`config.mk`:
```
export PLATFORM = sky130hd
export DESIGN_NAME = div_seq
export DESIGN_NICKNAME = d
export VERILOG_FILES = /design/src/rtl/div_seq.sv
export SDC_FILE = /design/constraint.sdc
export NUM_CORES = 1
export LEC_CHECK = 0
export BUFFER_PORTS_ARGS = -buffer_cell sky130_fd_sc_hd__buf_2
export CAP_MARGIN = 5
export CORE_ASPECT_RATIO = 0.75
export CORE_MARGIN = 2
export CORE_UTILIZATION = 30
export DETAILED_ROUTE_END_ITERATION = 8
export HOLD_SLACK_MARGIN = 0.12
export PLACE_DENSITY = 0.5
export SLEW_MARGIN = 20
export SYNTH_ARGS = -nofsm -noshare
export SYNTH_HDL_FRONTEND = slang
export SYNTH_SLANG_ARGS = --single-unit
```
`constraint.sdc`:
```
create_clock -name clk -period 7 [get_ports clk]
set_input_delay 1.05 -clock clk [delete_from_list [all_inputs] [get_ports clk]]
set_output_delay 1.05 -clock clk [all_outputs]
set_load 0.005 [all_outputs]
```
`src/rtl/div_seq.sv`:
```
// Sequential unsigned restoring divider: one quotient bit per cycle.
// Result word is {remainder, quotient}, handshaked with valid/done.
module div_seq #(
    parameter int W = 32
) (
    input  logic           clk,
    input  logic           resetn,
    input  logic           valid,
    input  logic [W-1:0]   a,
    input  logic [W-1:0]   b,
    output logic           done,
    output logic [2*W-1:0] c
);

    typedef enum logic [1:0] {
        IDLE,
        BUSY,
        DONE
    } state_t;

    localparam logic [5:0] LAST = 6'(W - 1);

    state_t       state;
    logic [W-1:0] r;
    logic [W-1:0] q;
    logic [W-1:0] d;
    logic [5:0]   cnt;

    logic [W:0]   r_sh;
    logic [W-1:0] r_sub;
    logic [W-1:0] r_nx;
    logic [W-1:0] q_nx;
    logic         ge;

    // The shifted remainder carries one extra bit so the compare cannot overflow.
    always_comb begin
        r_sh  = {r, q[W-1]};
        ge    = r_sh >= {1'b0, d};
        r_sub = r_sh[W-1:0] - d;
        r_nx  = ge ? r_sub : r_sh[W-1:0];
        q_nx  = {q[W-2:0], ge};
    end

    always_ff @(posedge clk) begin
        if (!resetn) begin
            state <= IDLE;
            done  <= 1'b0;
            c     <= '0;
            r     <= '0;
            q     <= '0;
            d     <= '0;
            cnt   <= '0;
        end else begin
            done <= 1'b0;
            unique case (state)
                IDLE: begin
                    if (valid) begin
                        q     <= a;
                        d     <= b;
                        r     <= '0;
                        cnt   <= '0;
                        state <= BUSY;
                    end
                end
                BUSY: begin
                    if (!valid) begin
                        state <= IDLE;
                    end else begin
                        r <= r_nx;
                        q <= q_nx;
                        if (cnt == LAST) begin
                            c     <= {r_nx, q_nx};
                            done  <= 1'b1;
                            state <= DONE;
                        end else begin
                            cnt <= cnt + 6'd1;
                        end
                    end
                end
                DONE: begin
                    state <= IDLE;
                end
                default: begin
                    state <= IDLE;
                end
            endcase
        end
    end

endmodule

```
## Yosys cells after proc, flatten, opt, wreduce, memory -nomap -nowiden

Cells that the tools add are included.

- Magnitude comparators: 1
- Reduce and logical (&&, ||, !) cells: 8
- Equal/unequal tests: 6
- Multiplexer cells: 16
- Add/subtract/negate cells: 2

Operators with widths:

| cell | count |
|---|---|
| 32-bit two-way mux | 5 |
| 32-bit one-hot mux with 2 select lines | 2 |
| 33-bit by 32-bit greater-or-equal comparator with 1-bit output | 1 |
| 32-bit subtractor | 1 |
| 6-bit two-way mux | 3 |
| 6-bit one-hot mux with 2 select lines | 1 |
| 3-bit AND reduction | 3 |
| 6-bit by 1-bit adder with 6-bit output, second input constant | 1 |
| 6-bit by 5-bit == test with 1-bit output, second input constant | 1 |
| 2-bit two-way mux | 3 |
| 2-bit != test, second input constant | 3 |
| 2-bit one-hot mux with 2 select lines | 1 |
| 2-bit AND reduction | 2 |
| 4-bit AND reduction | 1 |
| 3-bit != test, second input constant | 1 |
| 2-bit by 1-bit == test with 1-bit output, second input constant | 1 |
| 2-bit zero test | 1 |
| 2-bit nonzero test | 1 |
| 1-bit two-way mux | 1 |

- Output and inout port bits: 65
- Bits of input ports: 67
- Register bits after elaboration: 169

## Logic depth before layout (Yosys ltp)

- Word-level depth: 4
- Depth in mapped cells: 13
- Gate-level depth less buffers: 12

## Worst setup path before layout

OpenSTA, ideal clock, no wires.

- Path kind: register to register
- Start: register q[31]
- End: register c[56]
- Path slack: 4311 ps
- Clock period less this slack: 2689 ps
- Buffers on the path: 0
- Setup time: 126 ps
- Stages on the path, launching flop included: 13
- Data arrival time: 2563 ps
- Required time: 6874 ps
- Cell sequence: dfxtp_1 > inv_1 > ha_1 > inv_1 > fa_1 > a21o_1 > a221oi_1 > o311ai_1 > nand3_1 > nand2_1 > or4_1 > nand4_1 > o211ai_1

- Cells in the longest elaborated chain, start to end: 2

Ends and longest elaborated chain:

| item | RTL line | RTL |
|---|---|---|
| start, declared | 25 | `logic [W-1:0] q;` |
| start signal, assigned | 70 | `q <= q_nx;` |
| 32-bit subtractor / 33-bit by 32-bit greater-or-equal comparator with 1-bit output (equally long branches) | 39, 38 |  |
| 32-bit two-way mux * | 40 | `r_nx = ge ? r_sub : r_sh[W-1:0];` |
| end signal, assigned | 72 | `c <= {r_nx, q_nx};` |
| end, declared | 12 | `output logic [2*W-1:0] c` |

Mark *: on every way between the ends. The rest lies on a longest branch, timed or not.
A chain may end at the register's enable or synchronous reset.

## Worst setup path after layout

- Start: register d[12]
- End: register r[3]

- Cells in the longest elaborated chain, start to end: 4

Ends and longest elaborated chain:

| item | RTL line | RTL |
|---|---|---|
| start, declared | 26 | `logic [W-1:0] d;` |
| start signal, assigned | 51 | `d <= '0;` |
| start signal, assigned | 59 | `d <= b;` |
| 33-bit by 32-bit greater-or-equal comparator with 1-bit output | 38 | `ge = r_sh >= {1'b0, d};` |
| 32-bit two-way mux | 40 |  |
| 32-bit two-way mux | 66 | `if (!valid) begin` |
| 32-bit one-hot mux with 2 select lines | 55 | `unique case (state)` |
| end signal, assigned | 69 | `r <= r_nx;` |
| end, declared | 24 | `logic [W-1:0] r;` |

No other way between the ends. The select of a mux whose other input is x is not followed.

==> results.json <==
{
  "status": "completed",
  "setup_tns_ps": 0,
  "yosysMostFrequentCell": "nand2_1",
  "worst_ep_required_time_ps": 7280,
  "max_slew.worst_pin.slew_ps": 1010,
  "clockRootBuffer": "clkbuf_16",
  "reg2reg_depth": 11,
  "setup_viol_count_final": 0,
  "areaGrowthSynthToFinish_pct": 17.13,
  "row_count": 53,
  "synth_top_area_share": 0.3994,
  "rr_startpoint": "d[12]",
  "post_cts_resize_count": 0,
  "vias_per_cell": 4.924,
  "r2r_end": "r[3]",
  "worstHoldStart": "c[62]",
  "drcViolationCount": 0,
  "die_area_um2": 29610,
  "grt_use_total": 0.1681,
  "min_period_over_period": 0.5118,
  "htreeDepth": 4,
  "start_kind": "register",
  "hold_viol": 0,
  "yosysWarnings": 0,
  "ys.flop_type": "dfxtp_1",
  "cellLeakagePower_nw": 4.093,
  "grt_max_degree": 71,
  "rsz0062_at_grt": "no",
  "post-route-util": 0.3554,
  "syn_inst": 1043,
  "dp_hpwl_um": 17100,
  "cts_post_setup_buffers_inserted": 0,
  "relSlewSlack": 0.3246,
  "final_nets": 1231,
  "cts.sinks": 169,
  "core_um2": 27920,
  "final-max-slew-violation-count": 0,
  "powerDensity_nw_per_um2": 228.3,
  "insertion_delay_ps": 440,
  "postPlaceCellArea_um2": 9376,
  "max_freq_ghz": 0.2791,
  "ir_worst_vdd_mv": 0.1711,
  "start_util": 0.3034,
  "fin_crit_ps": 3583,
  "synth_common_cells": "193 x nand2_1, 169 x dfxtp_1, 108 x a21oi_1",
  "synth_area_um2": 8471,
  "dieHeight_um": 149.5,
  "timing.hold.ws_ps": 450.7,
  "first_global_vias": 6880,
  "stdcell_count": 1527,
  "synth_fp_nets": 1144,
  "numCtsBuffers": 17,
  "maxCapViolations": 0,
  "finClkSkew_ps": 11.31,
  "crit_fanout": 19,
  "pin_count": 132,
  "cts_hold_buf": 0,
  "drt-initial-drc-count": 461,
  "die_w_um": 198.0,
  "seq_area_um2": 3385,
  "synth_top_area_cell": "dfxtp_1",
  "grt_pass1_wl_um": 38870,
  "r2r_slack_ps": 3420,
  "antenna_left": 0,
  "clockBufferDepth": 2,
  "syn_area_per_cell_um2": 8.121,
  "cts_tree": "yes",
  "place.gp.congestion": 0.8217,
  "finalInstanceArea_um2": 9922,
  "wl_um": 24380,
  "drive_above_1_share": 0.1629,
  "hp-class": "register to register",
  "gr-total-overflow": 0,
  "multi_input_area_um2": 4653,
  "portBuffers": 131,
  "cp_data_arrival_time_ps": 3870,
  "placedCellCount": 1496,
  "antenna_found_initial": 0,
  "synthTopCellsByArea": "dfxtp_1 40%, nand2_1 8.6%, a21oi_1 6.4%",
  "synth_edf_count": 0,
  "dr.pass1.iters": 4,
  "wire_per_inst_um": 15.97,
  "ys_seq_area_frac": 0.3994,
  "synthArstFlopShare": 0,
  "synth-seq-cells": 169,
  "critPathKind": "register to register",
  "holdPathStages": 2,
  "ys_types": 71,
  "diodes": 0,
  "cts.clk_slew.worst_paths_ps": 70,
  "min_to": "c[62]",
  "dr_total_vias": 7519,
  "endpoint_kind": "register",
  "nFillCells": 2998
}
## worst max path at each step
stage / startpoint / endpoint / slack [ps] / cells past startpoint
4_1_cts: d[12] / r[3] / 3430 / 11
3_3_place_gp: valid / c[60] / 3340 / 8
2_1_floorplan: q[31] / c[56] / 4310 / 12
5_1_grt: d[8] / c[35] / 3110 / 11
3_5_place_dp: valid / c[38] / 3280 / 8
6_report: d[12] / r[3] / 3420 / 11
## sequential cells by signal (all words and copies together) (netlist names)
name,count
q,32
state,2
c,64
r,32
done,1
d,32
cnt,6
## per-stage QoR
stage                     setup slack, ps  total power, mW
final                                3417            2.266
after global routing                 3110            2.378
after CTS                            3429            2.293
after detailed placement             3284            1.377
after global placement               3340            1.376
after floorplan                      4311            1.286
## critical path: stages, from the launching register on
cell and delay [ps]:
dfxtp_1 330, inv_1 50, ha_1 400, and3_1 240
o2111ai_1 200, a21oi_2 280, nor4_4 100, or3_4 430
o21ai_4 480, buf_4 420, mux2i_1 370, o21ai_0 110
## cells by family (layout without fill, tap and decap cells)
kind of cell / after synthesis / in the layout / share of synthesized area
flip-flops: 169 / 169 / 0.3994
multiplexers: 51 / 51 / 0.06041
adder cells (fa/ha/maj): 34 / 34 / 0.05111
buffers and inverters: 110 / 209 / 0.05406
AND/OR/NAND/NOR: 353 / 353 / 0.1818
AO/OA/AOI/OAI: 300 / 300 / 0.2263
XOR/XNOR: 26 / 26 / 0.02688
## where the power goes
group          switching [mW]  internal [mW]  leakage [nW]  total [mW]
clock network           0.408          0.502         0.255       0.909
logic                   0.216          0.134          2.46       0.350
registers              0.0179          0.988          1.37        1.01
total                   0.641           1.62          4.09        2.27
## per-layer routing
metal  wire, um  GRT usage  part of all wire
met2       9926     0.2366              0.41
met1      13230     0.2569              0.54
met5          0          0                 0
met3        996    0.03538             0.041
met4        223    0.04023            0.0091
## cell type report
class,instances,area share
clock inverter,8,0.008827
clock buffer,23,0.04615
inverter,41,0.01576
sequential,169,0.3411
tap,385,0.04855
multi-input combinational,764,0.4690
timing repair buffer,137,0.07062
## layout by cell type (no fill, tap or decap), types with 4 or more instances in the layout
master	n
nor3_1	4
buf_4	6
nand2_1	192
inv_1	40
clkbuf_16	17
a32oi_1	5
nand3_1	16
a31oi_1	5
a211oi_1	54
o21ai_1	8
nand4_1	12
xnor2_1	15
xor2_1	11
a21o_1	15
o21bai_1	5
or3_1	7
nand2b_1	4
nor2_1	81
mux2i_1	50
ha_1	33
a21oi_1	108
clkbuf_1	5
a211o_1	7
dfxtp_1	168
and3_1	8
o21ai_0	44
and2_1	6
o211ai_1	14
buf_2	131
Note: power is estimated with default switching activity, not from simulation.
